--- config.mk ---
export PLATFORM = sky130hd
export DESIGN_NAME = sram_1r1w_masked
export DESIGN_NICKNAME = d
export VERILOG_FILES = /design/src/rtl/sram_pkg.sv /design/src/rtl/sram_clear_ctrl.sv /design/src/rtl/sram_1r1w_masked.sv
export SDC_FILE = /design/constraint.sdc
export NUM_CORES = 2
export LEC_CHECK = 0
export ABC_AREA = 0
export CORE_MARGIN = 2
export CORE_UTILIZATION = 55
export CTS_BUF_LIST = sky130_fd_sc_hd__clkbuf_16
export DETAILED_ROUTE_END_ITERATION = 10
export GPL_ROUTABILITY_DRIVEN = 0
export PLACE_DENSITY = 0.81
export SKIP_CTS_REPAIR_TIMING = 1
export SLEW_MARGIN = 20
export SYNTH_ARGS = -nofsm -noshare
export SYNTH_HDL_FRONTEND = slang
export SYNTH_SLANG_ARGS = --single-unit
--- constraint.sdc ---
create_clock -name clock -period 19.8 [get_ports clock]
set_input_delay 2.97 -clock clock [delete_from_list [all_inputs] [get_ports clock]]
set_output_delay 2.97 -clock clock [all_outputs]
set_load 0.1 [all_outputs]
--- src/rtl/sram_pkg.sv ---
// Shared types and helpers for the masked 1R1W SRAM model.
// Optional feature macro: SRAM_PARITY_EN (per-granule even parity).
package sram_pkg;

   typedef enum logic {
      CLEAR,
      READY
   } clr_state_e;

   // Widest granule the parity helper accepts; narrower granules are zero-extended.
   localparam int unsigned PAR_MAXW = 1024;

   function automatic int unsigned clog2(input int unsigned v);
      int unsigned r;
      int unsigned x;
      r = 0;
      x = (v > 0) ? v - 1 : 0;
      while (x > 0) begin
         r++;
         x = x >> 1;
      end
      return r;
   endfunction

   // Even parity of one granule (XOR reduction).
   function automatic logic gran_parity(input logic [PAR_MAXW-1:0] g);
      return ^g;
   endfunction

   // Legal geometry: at least two entries, granule divides the word.
   function automatic bit cfg_ok(input int unsigned depth,
                                 input int unsigned width,
                                 input int unsigned gran);
      return (depth >= 2) && (gran > 0) && (gran <= PAR_MAXW) && ((width % gran) == 0);
   endfunction

endpackage

--- src/rtl/sram_clear_ctrl.sv ---
// Post-reset clear sequencer: zeroes every entry once, then reports init_done.
module sram_clear_ctrl
   import sram_pkg::*;
#(
   parameter int unsigned DEPTH = 8,
   parameter int unsigned AW    = 3
) (
   input  logic          clock,
   input  logic          reset,
   output logic          clear_we,
   output logic [AW-1:0] clear_addr,
   output logic          init_done
);

   localparam logic [AW-1:0] LAST = AW'(DEPTH - 1);

   clr_state_e    state, state_nx;
   logic [AW-1:0] cnt, cnt_nx;

   // State and counter registers; reset restarts the clear from entry 0.
   always_ff @(posedge clock) begin
      if (reset) begin
         state <= CLEAR;
         cnt   <= '0;
      end else begin
         state <= state_nx;
         cnt   <= cnt_nx;
      end
   end

   // Next-state logic and clear-port drive.
   always_comb begin
      state_nx   = state;
      cnt_nx     = cnt;
      clear_we   = 1'b0;
      clear_addr = cnt;
      init_done  = (state == READY);
      case (state)
         CLEAR: begin
            clear_we = 1'b1;
            if (cnt == LAST) begin
               state_nx = READY;
               cnt_nx   = '0;
            end else begin
               cnt_nx = cnt + 1'b1;
            end
         end
         READY: begin
            state_nx = READY;
         end
         default: begin
            state_nx = CLEAR;
         end
      endcase
   end

endmodule

--- src/rtl/sram_1r1w_masked.sv ---
// Parametrised 1-read/1-write SRAM with per-granule write mask, registered
// held read data, optional read-during-write forwarding and post-reset clear.
// Optional feature macro: SRAM_PARITY_EN (stored even parity per granule).
module sram_1r1w_masked
   import sram_pkg::*;
#(
   parameter  int unsigned DEPTH     = 8,
   parameter  int unsigned WIDTH     = 247,
   parameter  int unsigned MASK_GRAN = 247,
   parameter  int unsigned BYPASS    = 1,
   localparam int unsigned AW        = clog2(DEPTH),
   localparam int unsigned NGRAN     = WIDTH / MASK_GRAN
) (
   input  logic             clock,
   input  logic             reset,
   output logic             init_done,
   input  logic             R0_en,
   input  logic [AW-1:0]    R0_addr,
   output logic [WIDTH-1:0] R0_data,
   output logic [NGRAN-1:0] R0_err,
   input  logic             W0_en,
   input  logic [AW-1:0]    W0_addr,
   input  logic [NGRAN-1:0] W0_mask,
   input  logic [WIDTH-1:0] W0_data
);

   generate
      if (!cfg_ok(DEPTH, WIDTH, MASK_GRAN)) begin : g_cfg_err
         $error("sram_1r1w_masked: illegal DEPTH/WIDTH/MASK_GRAN combination");
      end
   endgenerate

   localparam logic [AW:0] DEPTH_W = (AW + 1)'(DEPTH);

   logic             clear_we;
   logic [AW-1:0]    clear_addr;
   logic             port_ok;
   logic             w_ok;
   logic             r_in_range;
   logic [WIDTH-1:0] rd_data_nx;
   logic [NGRAN-1:0] rd_err_nx;

   logic [WIDTH-1:0] ram [DEPTH];

`ifdef SRAM_PARITY_EN
   logic [NGRAN-1:0] par [DEPTH];

   function automatic logic par_of(input logic [MASK_GRAN-1:0] g);
      logic [PAR_MAXW-1:0] t;
      t = '0;
      t[MASK_GRAN-1:0] = g;
      return gran_parity(t);
   endfunction
`endif

   sram_clear_ctrl #(
      .DEPTH (DEPTH),
      .AW    (AW)
   ) u_clear (
      .clock      (clock),
      .reset      (reset),
      .clear_we   (clear_we),
      .clear_addr (clear_addr),
      .init_done  (init_done)
   );

   assign port_ok    = init_done & ~reset;
   assign w_ok       = port_ok & W0_en & ({1'b0, W0_addr} < DEPTH_W);
   assign r_in_range = ({1'b0, R0_addr} < DEPTH_W);

   // Array update: clear sequencer owns the write port until init completes.
   always_ff @(posedge clock) begin
      if (clear_we) begin
         ram[clear_addr] <= '0;
`ifdef SRAM_PARITY_EN
         par[clear_addr] <= '0;
`endif
      end else if (w_ok) begin
         for (int unsigned g = 0; g < NGRAN; g++) begin
            if (W0_mask[g]) begin
               ram[W0_addr][g*MASK_GRAN +: MASK_GRAN] <= W0_data[g*MASK_GRAN +: MASK_GRAN];
`ifdef SRAM_PARITY_EN
               par[W0_addr][g] <= par_of(W0_data[g*MASK_GRAN +: MASK_GRAN]);
`endif
            end
         end
      end
   end

   // Read value for the next edge: array word, error check, then forwarding.
   always_comb begin
      rd_data_nx = '0;
      rd_err_nx  = '0;
      if (r_in_range) begin
         rd_data_nx = ram[R0_addr];
`ifdef SRAM_PARITY_EN
         for (int unsigned g = 0; g < NGRAN; g++) begin
            rd_err_nx[g] = par[R0_addr][g] ^ par_of(rd_data_nx[g*MASK_GRAN +: MASK_GRAN]);
         end
`endif
         // Forwarded granules carry freshly computed parity, so they never flag.
         if ((BYPASS != 0) && w_ok && (W0_addr == R0_addr)) begin
            for (int unsigned g = 0; g < NGRAN; g++) begin
               if (W0_mask[g]) begin
                  rd_data_nx[g*MASK_GRAN +: MASK_GRAN] = W0_data[g*MASK_GRAN +: MASK_GRAN];
                  rd_err_nx[g] = 1'b0;
               end
            end
         end
      end
   end

   // Output register: loads on an accepted read, otherwise holds.
   always_ff @(posedge clock) begin
      if (reset) begin
         R0_data <= '0;
         R0_err  <= '0;
      end else if (port_ok && R0_en) begin
         R0_data <= rd_data_nx;
         R0_err  <= rd_err_nx;
      end
   end

endmodule

# Yosys cells after proc, flatten, opt, wreduce, memory -nomap -nowiden
# Memory sizes are Yosys's and may differ from the RTL's.
# Index checks and enable logic that the tools add are counted.
[op_classes]
eq_ne = 2
reduce_logical = 3
add_sub_neg = 1
bitwise = 4
muxes = 13
[ops]
columns = ["op", "count"]
rows = [
  ["247-bit two-way mux", 3],
  ["247-bit OR reduction", 1],
  ["1-bit two-way mux", 7],
  ["3-bit two-way mux", 2],
  ["3-bit by 1-bit adder with 3-bit output (second input constant)", 1],
  ["3-bit equality test", 1],
  ["3-bit equality test (second input constant)", 1],
  ["1-bit bitwise AND", 2],
  ["1-bit logical AND", 2],
  ["1-bit NOT", 2],
  ["1-bit one-hot mux with 2 select lines", 1],
]
[totals]
out_inout_bits = 249
in_bits = 258
ramBits = 1976
mem_count = 1
wordCells = 27
reg_bits = 251
[mem_list]
columns = ["memory", "words", "width", "rd", "rd_ports_with_merged_regs", "write_ports", "line_no", "source"]
rows = [
  ["ram", 8, 247, 1, 0, 1, "sram_1r1w_masked.sv:43", "logic [WIDTH-1:0] ram [DEPTH];"],
]

# Longest topological paths before layout
[depth]
ltp_word = 8
mapped_depth = 8
mapped_depth_nobuf = 5

# By module
# A second synthesis with hierarchy kept.
[unflattened]
hier_cells = 4091
area_unflattened_um2 = 84887.7
[by_module_without_submodules]
columns = ["module", "cells_per_inst", "area_each_um2", "instances", "seq_area_each_um2"]
rows = [
  ["sram_1r1w_masked", 4074, 84723.8, 1, 64281.7],
  ["sram_clear_ctrl", 17, 163.9, 1, 80.1],
]

# Worst setup path after synthesis
# OpenSTA, ideal clock, no wires.
[synth_timing]
kind = "input to register"
startpoint = "input reset"
endpoint = "memory ram[2][0] (enable)"
stages = 6
setup_ns = 0.859
arrival_time_ns = 14.256
path_buffers = 3
setup_slack_ns = 4.685
t_required_ns = 18.941
path_cell_list = "clkbuf_1 -> and4b_1 -> clkbuf_1 -> clkbuf_1 -> a31oi_1 -> nor2_1"
[synth_via]
elab_chain_len = 8
word_cells_on_any_way = 9
classes_between = "5 x mux; 3 x bitwise; 1 x reduce/logical"
[synth_rtl]
columns = ["item", "line_no", "source"]
rows = [
  ["start: declaration", "sram_1r1w_masked.sv:15", "input logic reset,"],
  ["1-bit NOT *", "sram_1r1w_masked.sv:67", "assign port_ok = init_done & ~reset;"],
  ["1-bit bitwise AND *", "sram_1r1w_masked.sv:67", ""],
  ["1-bit bitwise AND *", "sram_1r1w_masked.sv:68", "assign w_ok = port_ok & W0_en & ({1'b0, W0_addr} < DEPTH_W);"],
  ["1-bit two-way mux *", "sram_1r1w_masked.sv:78", "end else if (w_ok) begin"],
  ["1-bit two-way mux *", "sram_1r1w_masked.sv:73", "if (clear_we) begin"],
  ["1-bit two-way mux (implied by the code) *", "sram_1r1w_masked.sv:81", "ram[W0_addr][g*MASK_GRAN +: MASK_GRAN] <= W0_data[g*MASK_GRAN +: MASK_GRAN];"],
  ["247-bit OR reduction (no source line)", "-", ""],
  ["3-bit two-way mux (no source line) / 1-bit two-way mux (equally long branches)", "-", ""],
  ["end: declaration", "sram_1r1w_masked.sv:43", ""],
]
# Mark *: on every way between the ends. The rest lies on a longest branch, timed or not.

# Final worst setup path
[layout_timing]
startpoint = "input R0_addr[0]"
endpoint = "register R0_data[175]"
[layout_via]
elab_chain_len = 3
word_cells_on_any_way = 5
classes_between = "1 x eq/ne; 2 x mux; 1 x reduce/logical; 1 x memory"
[layout_rtl]
columns = ["item", "line_no", "source"]
rows = [
  ["start: declaration", "sram_1r1w_masked.sv:18", "input logic [AW-1:0] R0_addr,"],
  ["memory read 8 x 247 bit / 3-bit equality test (equally long branches)", "-", ""],
  ["247-bit two-way mux / 1-bit logical AND (equally long branches)", "sram_1r1w_masked.sv:104, sram_1r1w_masked.sv:102", ""],
  ["247-bit two-way mux *", "sram_1r1w_masked.sv:102", "if ((BYPASS != 0) && w_ok && (W0_addr == R0_addr)) begin"],
  ["end signal: assignment", "sram_1r1w_masked.sv:119", "R0_data <= rd_data_nx;"],
  ["end: declaration", "sram_1r1w_masked.sv:19", "output logic [WIDTH-1:0] R0_data,"],
]
# Marked as above.
# A chain may end at the register's enable or synchronous reset.

==> flow_metrics.env <==
export IMPL_grt_max_degree=122
export IMPL_status="completed"
export IMPL_cp_slowest_cell="buf_4"
export IMPL_ir_worst_vdd_v=0.00007774
export IMPL_die_w_um=397.0
export IMPL_drv_slew=0
export IMPL_synth_seq_cells=2227
export IMPL_finalInstanceArea_mm2=0.09875
export IMPL_synth_top_family_by_area="multiplexers"
export IMPL_synthMuxAreaShare_pct=16.15
export IMPL_powerDensity_mw_per_mm2=98.69
export IMPL_holdPathStages=1
export IMPL_cp_end_kind="register"
export IMPL_drive_above_1_share_pct=22.02
export IMPL_rows=144
export IMPL_ant_nets=0
export IMPL_setup_viol=0
export IMPL_synth_top_area_share_pct=69.84
export IMPL_synth_area_mm2=0.08497
export IMPL_via_per_inst=6.291
export IMPL_placed_area_mm2=0.09226
export IMPL_numCtsBuffers=207
export IMPL_finalNonFillerCells=6861
export IMPL_min_period_ns=7.793
export IMPL_holdCritPathClass="reg2reg"
export IMPL_synth_compound_area_share_pct=3.645
export IMPL_grt_usage_pct=24.80
export IMPL_synth_xor_area_share_pct=0.03092
export IMPL_ys_warn_count=0
export IMPL_register_area_mm2=0.06436
export IMPL_yosysMostFrequentCell="edfxtp_1"
export IMPL_antenna_found_initial=16
export IMPL_dpl_hpwl_um=103800
export IMPL_drcViolationCount=0
export IMPL_worst_slack_ns=12.01
export IMPL_synth_area_top_cells="edfxtp_1 (70%), mux4_2 (13%), dfxtp_1 (5.9%)"
export IMPL_cts_max_path_buffers=3
export IMPL_ys_top_cells_by_count="edfxtp_1 (1976), mux4_2 (494), dfxtp_1 (251)"
export IMPL_vias=43160
export IMPL_r2r_cells=7
export IMPL_crit_family="buffers and inverters"
export IMPL_finalHoldViolations=0
export IMPL_portBuffers=505
export IMPL_synthArstFlopShare_pct=0
export IMPL_cp_start_kind="primary input"
export IMPL_critical_path_max_stage_delay_ns=0.85
export IMPL_synth_seq_area_share_pct=75.75
export IMPL_dr_pass1_iters=6
export IMPL_p_leak_nw=30.78
export IMPL_start_util_pct=55.29
export IMPL_fillCellCount=9722
export IMPL_clkSlewWorstSetupHoldPaths_ns=0.06
export IMPL_clk_latency_ns=0.84
export IMPL_fin_crit_sh_pct=39.36
export IMPL_synth_avg_cell_area_um2=20.71
export IMPL_crit_top_cell="buf_4"
export IMPL_relSlewSlack_pct=19.13
export IMPL_max_cap_violations=0
export IMPL_multi_input_area_mm2=0.01926
export IMPL_path_class="in2reg"
export IMPL_yosys_area_share_simple_pct=2.699
export IMPL_clockRootBuffer="clkbuf_16"
export IMPL_critPathBufInv=6
export IMPL_place_inst=6464
export IMPL_core_area_mm2=0.1537
export IMPL_synth_area_leader_cell="edfxtp_1"
export IMPL_chipHeight_um=397.0
export IMPL_grt_pass1_vias=45030
export IMPL_drt_iter0_drc=4477
export IMPL_area_growth_pct=16.22
export IMPL_synth_cells=4102
export IMPL_syn_nets=4362
export IMPL_timing_hold_ws_ns=0.4833
export IMPL_max_freq_mhz=128.3
export IMPL_grt_pass1_wl_um=289600
export IMPL_cts_tree="built"
export IMPL_critical_path_depth=10
export IMPL_dp_worst_setup_slack_ns=10.38
export IMPL_synth_adder_area_share_pct=0.02945
export IMPL_worst_pin_slew_ns=1.209
export IMPL_rsz0062_at_grt="no"
export IMPL_wl_per_cell_um=28.62
export IMPL_synthFlopType="edfxtp_1"
export IMPL_pin_count=507
export IMPL_tns_ns=0
export IMPL_yosys_cell_types_count=32
export IMPL_htreeDepth=4
export IMPL_clock_skew_ns=0.05619
export IMPL_dieArea_mm2=0.1576
export IMPL_cp_arrival_ns=8.48
export IMPL_cp_required_ns=20.48
export IMPL_cp_max_fo=67
export IMPL_cp_cell_sequence="buf_8 -> buf_4 -> buf_4 -> buf_4 -> buf_4 -> buf_4 -> mux4_2 -> mux2i_1 -> nor2_1 -> a221o_1"
export IMPL_routed_wl_um=196300
export IMPL_gr_total_overflow=0
export IMPL_synth_edf_count=1976
export IMPL_clkSinkCount=2227
export IMPL_finalNetCount=4891
## registers in the layout, indices dropped and copies added, names as in the netlist
signal              flops
R0_data               247
ram                  1976
u_clear.clear_addr      3
u_clear.init_done       1
## placed cells by master, fill, tap and decap left out, types with 9 or more instances in the layout
cell and count:
o221a_2 89, clkbuf_16 208, mux2_2 89, a221o_1 158, buf_4 65, nor2_1 163
o21ai_0 89, dfxtp_1 251, mux2i_1 159, clkinv_1 54, clkinv_2 46, mux4_2 494
bufinv_16 9, inv_1 138, clkinvlp_4 12, edfxtp_1 1976, clkdlybuf4s50_1 496, nor2_4 9
and2_1 247
## metal layers
metal / wire length (um) / GRT usage [%]
met1: 73390 / 32.60
met2: 98850 / 41.15
met4: 5732 / 8.467
met5: 149 / 0
met3: 18210 / 5.697
## path summary, 6_finish.rpt
check,from,endpoint,slack (ns)
hold / removal,R0_data[84],R0_data[84],0.48
setup reg to reg,u_clear.init_done,ram[5][164],14.03
setup / recovery,R0_addr[0],R0_data[175],12.01
hold reg to reg,R0_data[84],R0_data[84],0.48
## kinds of logic after synthesis
family / Yosys count
flops: 2227
simple gates: 432
xor+xnor: 3
buf+inv: 350
other cells: 1
mux: 742
fa+ha+maj: 2
compound gates: 345
## per-stage QoR
step,util (%),power (mW)
floorplan,-,5.931
global placement,59.98,6.066
detailed placement,60.03,6.092
CTS,64.22,9.794
global route,64.25,10.01
finish,64.25,9.745
## layout make-up
cell class              instances  share of cell area (%)
diodes                          3                0.007602
clock buffers                 208                   5.271
clock inverters               184                   1.249
inverters                      91                  0.3459
multi-input cells            1525                   19.50
flip-flops and latches       2227                   65.18
well taps                    2044                   2.590
repair buffers                579                   5.856
## where the power goes
part | switching, mW | total, mW | internal, mW
logic | 0.346 | 0.604 | 0.258
registers | 0.0631 | 5.39 | 5.33
clock network | 1.72 | 3.75 | 2.03
total | 2.12 | 9.75 | 7.62
No activity file was read; power rests on OpenSTA's default activity.
